<file path="src/rtl/wb_stage_pipe.sv">
// Writeback stage: selects the result source, aligns and extends load data, and
// registers the register-file write port, the misaligned-load pulse and the retire count.
module wb_stage_pipe #(
  parameter  int DATA_W     = 32,
  parameter  int REG_ADDR_W = 5,
  parameter  int CNT_W      = 32,
  localparam int OFF_W      = $clog2(DATA_W / 8)
) (
  input  logic                  clk,
  input  logic                  rst,
  input  logic                  in_valid,
  output logic                  in_ready,
  input  logic                  stall,
  input  logic                  flush,
  input  logic [1:0]            wb_sel,
  input  logic                  is_memRead,
  input  logic                  is_memWrite,
  input  logic                  reg_write,
  input  logic [REG_ADDR_W-1:0] rd,
  input  logic [2:0]            funct3,
  input  logic [OFF_W-1:0]      addr_lsb,
  input  logic [DATA_W-1:0]     alu_data,
  input  logic [DATA_W-1:0]     mem_data,
  input  logic [DATA_W-1:0]     pc_plus4,
  input  logic [DATA_W-1:0]     imm,
  output logic                  rf_we,
  output logic [REG_ADDR_W-1:0] rf_waddr,
  output logic [DATA_W-1:0]     rf_wdata,
  output logic                  misalign_err,
  output logic [CNT_W-1:0]      retire_cnt
);

  localparam logic [1:0] SEL_ALU = 2'b00;
  localparam logic [1:0] SEL_MEM = 2'b01;
  localparam logic [1:0] SEL_PC4 = 2'b10;
  localparam logic [1:0] SEL_IMM = 2'b11;

  // Shift the addressed lane down to bit 0, then size/sign it by funct3.
  // Code 111 bypasses the lane shift and returns the raw bus word.
  function automatic logic [DATA_W-1:0] load_extend(input logic [DATA_W-1:0] raw,
                                                    input logic [2:0]        f3,
                                                    input logic [OFF_W-1:0]  off);
    logic [DATA_W-1:0] lane;
    logic signed [7:0]  byte_s;
    logic signed [15:0] half_s;
    logic signed [31:0] word_s;
    logic [DATA_W-1:0]  res;
    lane   = raw >> {off, 3'b000};
    byte_s = lane[7:0];
    half_s = lane[15:0];
    word_s = lane[31:0];
    res    = lane;
    case (f3)
      3'b000:  res = DATA_W'(byte_s);
      3'b001:  res = DATA_W'(half_s);
      3'b010:  res = DATA_W'(word_s);
      3'b100:  res = DATA_W'(lane[7:0]);
      3'b101:  res = DATA_W'(lane[15:0]);
      3'b110:  res = DATA_W'(lane[31:0]);
      3'b011:  res = (DATA_W == 64) ? lane : DATA_W'(word_s);
      default: res = raw;
    endcase
    return res;
  endfunction

  // On a 32-bit datapath LD degenerates to LW, so its alignment rule matches too.
  function automatic logic is_misaligned(input logic [2:0]       f3,
                                         input logic [OFF_W-1:0] off);
    logic half_acc;
    logic word_acc;
    logic dbl_acc;
    half_acc = (f3[1:0] == 2'b01);
    word_acc = (f3[1:0] == 2'b10);
    dbl_acc  = (f3 == 3'b011);
    return (half_acc && off[0]) ||
           (word_acc && (off[1:0] != 2'b00)) ||
           (dbl_acc  && (off != '0));
  endfunction

  // Stage 0: acceptance, result select and write qualification (combinational)
  logic              vld_p0;
  logic              mis_p0;
  logic              we_p0;
  logic [DATA_W-1:0] wdata_p0;

  assign in_ready = !stall;
  assign vld_p0   = in_valid && !stall && !flush;
  assign mis_p0   = (wb_sel == SEL_MEM) && is_memRead && is_misaligned(funct3, addr_lsb);
  assign we_p0    = reg_write && !is_memWrite && (rd != '0) && !mis_p0;

  always_comb begin
    wdata_p0 = alu_data;
    case (wb_sel)
      SEL_ALU: wdata_p0 = alu_data;
      SEL_MEM: wdata_p0 = load_extend(mem_data, funct3, addr_lsb);
      SEL_PC4: wdata_p0 = pc_plus4;
      SEL_IMM: wdata_p0 = imm;
      default: wdata_p0 = alu_data;
    endcase
  end

  // Stage 1: registered write port, error pulse and retire counter
  logic                  we_p1;
  logic                  mis_p1;
  logic [REG_ADDR_W-1:0] waddr_p1;
  logic [DATA_W-1:0]     wdata_p1;
  logic [CNT_W-1:0]      cnt_p1;

  always_ff @(posedge clk or posedge rst) begin
    if (rst) begin
      we_p1    <= 1'b0;
      mis_p1   <= 1'b0;
      waddr_p1 <= '0;
      wdata_p1 <= '0;
      cnt_p1   <= '0;
    end else begin
      we_p1  <= vld_p0 && we_p0;
      mis_p1 <= vld_p0 && mis_p0;
      if (vld_p0) begin
        waddr_p1 <= rd;
        wdata_p1 <= wdata_p0;
      end
      // Stores and rd=0 entries retire; only misaligned loads do not.
      if (vld_p0 && !mis_p0) begin
        cnt_p1 <= cnt_p1 + CNT_W'(1);
      end
    end
  end

  assign rf_we        = we_p1;
  assign misalign_err = mis_p1;
  assign rf_waddr     = waddr_p1;
  assign rf_wdata     = wdata_p1;
  assign retire_cnt   = cnt_p1;

endmodule

</file>
<file path="config.mk">
export PLATFORM = sky130hd
export DESIGN_NAME = wb_stage_pipe
export DESIGN_NICKNAME = d
export VERILOG_FILES = /design/src/rtl/wb_stage_pipe.sv
export SDC_FILE = /design/constraint.sdc
export NUM_CORES = 1
export LEC_CHECK = 0
export ABC_CLOCK_PERIOD_IN_PS = 2800
export CELL_PAD_IN_SITES_DETAIL_PLACEMENT = 0
export CELL_PAD_IN_SITES_GLOBAL_PLACEMENT = 1
export CORE_ASPECT_RATIO = 1.2
export CORE_MARGIN = 8
export CORE_UTILIZATION = 27
export DETAILED_ROUTE_END_ITERATION = 8
export GPL_TIMING_DRIVEN = 0
export PLACE_DENSITY = 0.84
export RECOVER_POWER = 50
export REMOVE_ABC_BUFFERS = 1
export SKIP_LAST_GASP = 1
export SLEW_MARGIN = 20
export SYNTH_ARGS = -nofsm -noshare
export SYNTH_HDL_FRONTEND = slang
export SYNTH_SLANG_ARGS = --single-unit
</file>
<file path="constraint.sdc">
create_clock -name clk -period 2.8 [get_ports clk]
set_clock_uncertainty 0.2 [all_clocks]
set_input_delay 0.84 -clock clk [delete_from_list [all_inputs] [get_ports clk]]
set_output_delay 0.84 -clock clk [all_outputs]
set_load 0.02 [all_outputs]
</file>
### Yosys cells after proc, flatten, opt, wreduce, memory -nomap -nowiden

Cells that the tools add are included.

| operators by class | value |
|---|---|
| muxes and demuxes | 2 |
| equality and inequality tests | 11 |
| reduce and logical (&&, ||, !) cells | 24 |
| shifts and indexed selects | 1 |
| $add $sub $neg | 1 |

Operators with widths:

| kind | count |
|---|---|
| $pmux 32 s5 | 1 |
| $pmux 32 s4 | 1 |
| $add 32x1->32 const B | 1 |
| $shr 32x5->32 | 1 |
| $logic_and 1x1->1 | 13 |
| $eq 3x3->1 const B | 3 |
| $eq 2x2->1 const B | 3 |
| $eq 3x2->1 const B | 2 |
| $reduce_bool 5->1 | 1 |
| $eq 2x1->1 const B | 2 |
| $logic_not 1->1 | 4 |
| $eq 3x1->1 const B | 1 |
| $logic_not 3->1 | 1 |
| $reduce_or 3->1 | 1 |
| $logic_not 2->1 | 1 |
| $logic_or 1x1->1 | 2 |
| $reduce_bool 2->1 | 1 |

| storage, ports and cells | value |
|---|---|
| logic and storage cells | 44 |
| bits in registers | 71 |
| input bits | 148 |
| output and inout port bits | 72 |

### Logic depth before layout (Yosys ltp)

| logic depth | value |
|---|---|
| depth in word-level cells | 8 |
| gate-level depth with buffers | 8 |
| depth with buffers taken out | 5 |

### Least setup slack after synthesis

No wires, ideal clock.

| timing | value |
|---|---|
| kind | input -> register |
| start | input port addr_lsb[0] |
| end | register wdata_p1[7] (netlist: rf_wdata[7]) |
| data arrival time | 2.293 ns |
| setup time | 0.117 ns |
| path buffers | 1 |
| path slack | 0.190 ns |
| cell stages on the path | 6 |
| data required time | 2.483 ns |
| cells stage by stage | buf_6 mux4_2 mux2_2 mux4_2 nor2_1 nor2_1 |

| on the way | value |
|---|---|
| longest elaborated chain between the ends | 3 |

Ends and longest elaborated chain:

| element | RTL line | text |
|---|---|---|
| start: declaration | 21 | `input logic [OFF_W-1:0] addr_lsb,` |
| $shr 32x5->32 | 48 | `lane = raw >> {off, 3'b000};` |
| $pmux 32 s5 | 53 | `case (f3)` |
| $pmux 32 s4 | 93 | `case (wb_sel)` |
| end signal: assignment | 121 | `wdata_p1 <= wdata_p0;` |
| end: declaration | 106 | `logic [DATA_W-1:0] wdata_p1;` |

Every way passes these cells.
A chain may end at the register's enable or synchronous reset.

### Worst setup path after layout

| timing | value |
|---|---|
| start | input port mem_data[31] |
| end | register wdata_p1[7] (netlist: rf_wdata[7]) |

| on the way | value |
|---|---|
| longest elaborated chain between the ends | 3 |

Ends and longest elaborated chain:

| element | RTL line | text |
|---|---|---|
| start: declaration | 23 | `input logic [DATA_W-1:0] mem_data,` |
| $shr 32x5->32 | 48 |  |
| $pmux 32 s5 | 53 |  |
| $pmux 32 s4 | 93 |  |

Every way passes these cells.

==> reports/metrics.csv <==
stage;metric;value;unit
status;status;finished clean;
synth;synthArstFlopShare;100;%
floorplanning;core_area;16900;sq um
min_path;hold_path.class;register to register;
floorplanning;fp-row-count;52;
layout;multiInputGateArea;2750;sq um
clock_tree;cts.sinks;71;
synth;ys_types;48;
timing;fin_crit;2.72;ns
floorplanning;top_level_ports;220;
critical_path;critPathLaunchType;primary input;
floorplanning;die_y;160;um
drt;drc;0;
timing;worstMarginPinSlew;1.42;ns
placement;pre_cts_ws;-1.32;ns
synth;synthFlopType;dfrtp_1;
clock_tree;clkTransAtPathRegs;0.06;ns
clock_tree;cts.htree.levels;3;
synth;yosys.area.top_type_share;38.2;%
timing;fin_ws;0.0766;ns
power;sw_frac_of_total;32.7;%
drt;wl_met1;8310;um
placement;place.gp.congestion;0.809;
placement;place.port_buffers;219;
power;p_switching;1.15;mW
grt;grt_max_degree;39;
synth;synth_edf_count;0;
layout;instances_no_fill;943;
power;clkPwrFrac;31.8;%
floorplanning;design.die.area;21700;sq um
layout;fill_cells;1665;
timing;rsz0062_at_grt;false;
floorplanning;die_w;136;um
synth;syn_area_per_cell;8.99;sq um
clock_tree;clkLatencyLatePin;0.34;ns
layout;nets;871;
synth;syn_inst;518;
power;power.density;472;nW/um^2
drt;vias;4778;
critical_path;required;2.83;ns
grt;grt_first_pass_wirelength;29900;um
drt;wl;19500;um
power;pwr-share-comb;32.6;%
power;p_leak;3.08;nW
drt;routed.top_layer;met4;
layout;area_growth_syn_to_layout;59.8;%
timing;setup_viol;0;
clock_tree;cts_inserted_buffers;9;
clock_tree;tritoncts;done;
power;finalPower;3.51;mW
job;drv_cap;0;
synth;syn-cell-area;4660;sq um
synth;yosysSeqAreaShare;38.2;%
placement;placed_cells;922;
power;peakVddDrop;0.000252;V
critical_path;critPathCaptureType;register;
power;pwr-share-seq;35.6;%
drt;dr_wl_met2;9370;um
drt;drt_iter0_drc;207;
drt;wl_met3;1510;um
clock_tree;clock_path_buffers;2;
drt;wl_per_cell;20.7;um
critical_path;critPathArrivalTime;2.75;ns
layout;seq_area;1780;sq um
layout;drive_gt1_share;8.53;%
critical_path;path_class;primary input to register;
grt;antenna_found_initial;0;
grt;grt_usage;17.7;%
drt;final_antenna_net_count;0;
floorplanning;start_util;27.5;%
layout;antennaDiodeCount;0;
synth;ys_warn_count;0;
timing;hold_viol;0;
power;p_int;2.36;mW
timing;relSlewSlack;4.90;%
timing;drv_slew;0;
synth;synth_top_area_cell;dfrtp_1;
timing;whs;0.267;ns
grt;grt_pass1_vias;5081;
timing;setup-tns-final;0;ns
synth;synth-seq-cells;71;
timing;post-route-period-util;97.3;%
grt;overflow;0;
clock_tree;clockRootBuffer;clkbuf_16;
timing;fmax;367;MHz
critical_path;critPathMaxFanout;5;
synth;synthTopCellsByArea;dfrtp_1, mux2i_1, nand2_1, xnor2_1, o21ai_0;
drt;firstDrtPassIters;4;
placement;dp_hpwl;15000;um
drt;viasPerCell;5.07;
cells by family (layout without fill, tap and decap cells):
kind of cell | count (synthesis) | after routing | synth area share, %
buf+inv | 44 | 252 | 4.16
xor+xnor | 31 | 31 | 5.83
fa+ha+maj | 1 | 1 | 0.269
compound gates | 150 | 150 | 21.2
flops | 71 | 71 | 38.2
simple gates | 177 | 178 | 18.4
mux | 44 | 44 | 12.0
synth_stat cells, drive strengths merged (2+ instances only):
cell	n
nor3	4
a21boi	2
mux2	3
o211ai	3
nand4	9
nand3	16
dfrtp	71
nor2b	2
and3	12
nor2	35
a21o	15
mux4	9
a22oi	8
a211oi	9
inv	6
o221a	7
xor2	4
clkbuf	23
nand2b	11
and2	5
xnor2	27
o21ai	46
o22ai	8
buf	15
a2bb2oi	6
nand3b	4
a21oi	33
mux2i	32
o2111a	7
and4	4
nand2	69
stage by stage:
step | util [%] | area [sq um]
2_1_floorplan | - | 4490
3_3_place_gp | 41.1 | 6950
3_5_place_dp | 41.9 | 7080
4_1_cts | 43.8 | 7410
5_1_grt | 44.0 | 7440
6_report | 44.0 | 7440
power by group through the flow:
stage	sequential, mW	clock, mW	combinational (mW)
6_report	1.25	1.12	1.14
5_1_grt	1.27	1.19	1.24
4_1_cts	1.25	1.15	1.19
2_1_floorplan	1.42	0	0.339
3_3_place_gp	1.27	0	1.16
3_5_place_dp	1.27	0	1.18
timing repair:
action | CTS | global route
gates resized for setup | 13 | 6
buffers inserted | 2 | 2
endpoints found under the hold margin | 0 | 0
pin swaps | 2 | 0
cloned | 1 | 0
hold buffers | 0 | 0
setup endpoints to repair | 67 | 40
cell type report:
class	instances	area share [%]
Inverter	6	0.303
Tap cell	216	3.63
Timing Repair Buffer	230	31.5
Clock inverter	6	0.605
Multi-Input combinational cell	404	36.9
Clock buffer	10	3.21
Sequential cell	71	23.9
state kept, by name, summed over array words and instances (netlist names):
signal,cells
misalign_err,1
rf_we,1
rf_waddr,5
rf_wdata,32
retire_cnt,32
routing by layer:
metal / track usage, % / up-vias
li1: - / 2294
met4: 4.95 / 0
met3: 4.71 / 18
met2: 29.7 / 158
met1: 21.6 / 2308
met5: 0 / -
path summary, 6_finish.rpt:
check                           slack, ns          start  depth (start not counted)        endpoint
max in group asynchronous            0.30            rst                          3    rf_wdata[27]
min in group asynchronous            1.16            rst                          2  retire_cnt[31]
worst min-delay path                 0.27    rf_waddr[2]                          2     rf_waddr[2]
worst min register to register       0.27    rf_waddr[2]                          2     rf_waddr[2]
worst max-delay path                 0.08   mem_data[31]                          6     rf_wdata[7]
worst max register to register       0.70  retire_cnt[8]                          5  retire_cnt[31]
worst max-delay path, stage by stage:
cell	delay (ns)
clkdlybuf4s50_1	0.49
mux4_2	0.52
mux2_2	0.30
mux4_2	0.44
nor2_1	0.09
nor2_1	0.06
placed cells by master, fill, tap and decap left out, drive strengths merged, types with 3 or more instances in the layout:
cell type,netlist,routed
a211oi,9,9
o22ai,8,8
dfrtp,71,71
clkdlybuf4s50,0,179
mux2i,32,32
a21oi,33,33
and2,5,5
dlymetal6s2s,0,3
nor3,4,4
nand3b,4,4
clkbuf,23,11
xnor2,27,27
nand2b,11,11
mux4,9,9
clkinvlp,0,3
dlygate4sd2,0,3
nand2,69,69
a21o,15,15
a2bb2oi,6,6
nand4,9,9
nand3,16,16
o21ai,46,46
o221a,7,7
o2111a,7,7
and4,4,4
o211ai,3,3
mux2,3,3
inv,6,7
dlygate4sd3,0,30
xor2,4,4
and3,12,13
buf,15,13
a22oi,8,8
nor2,35,35
(Power assumes the default switching activity.)
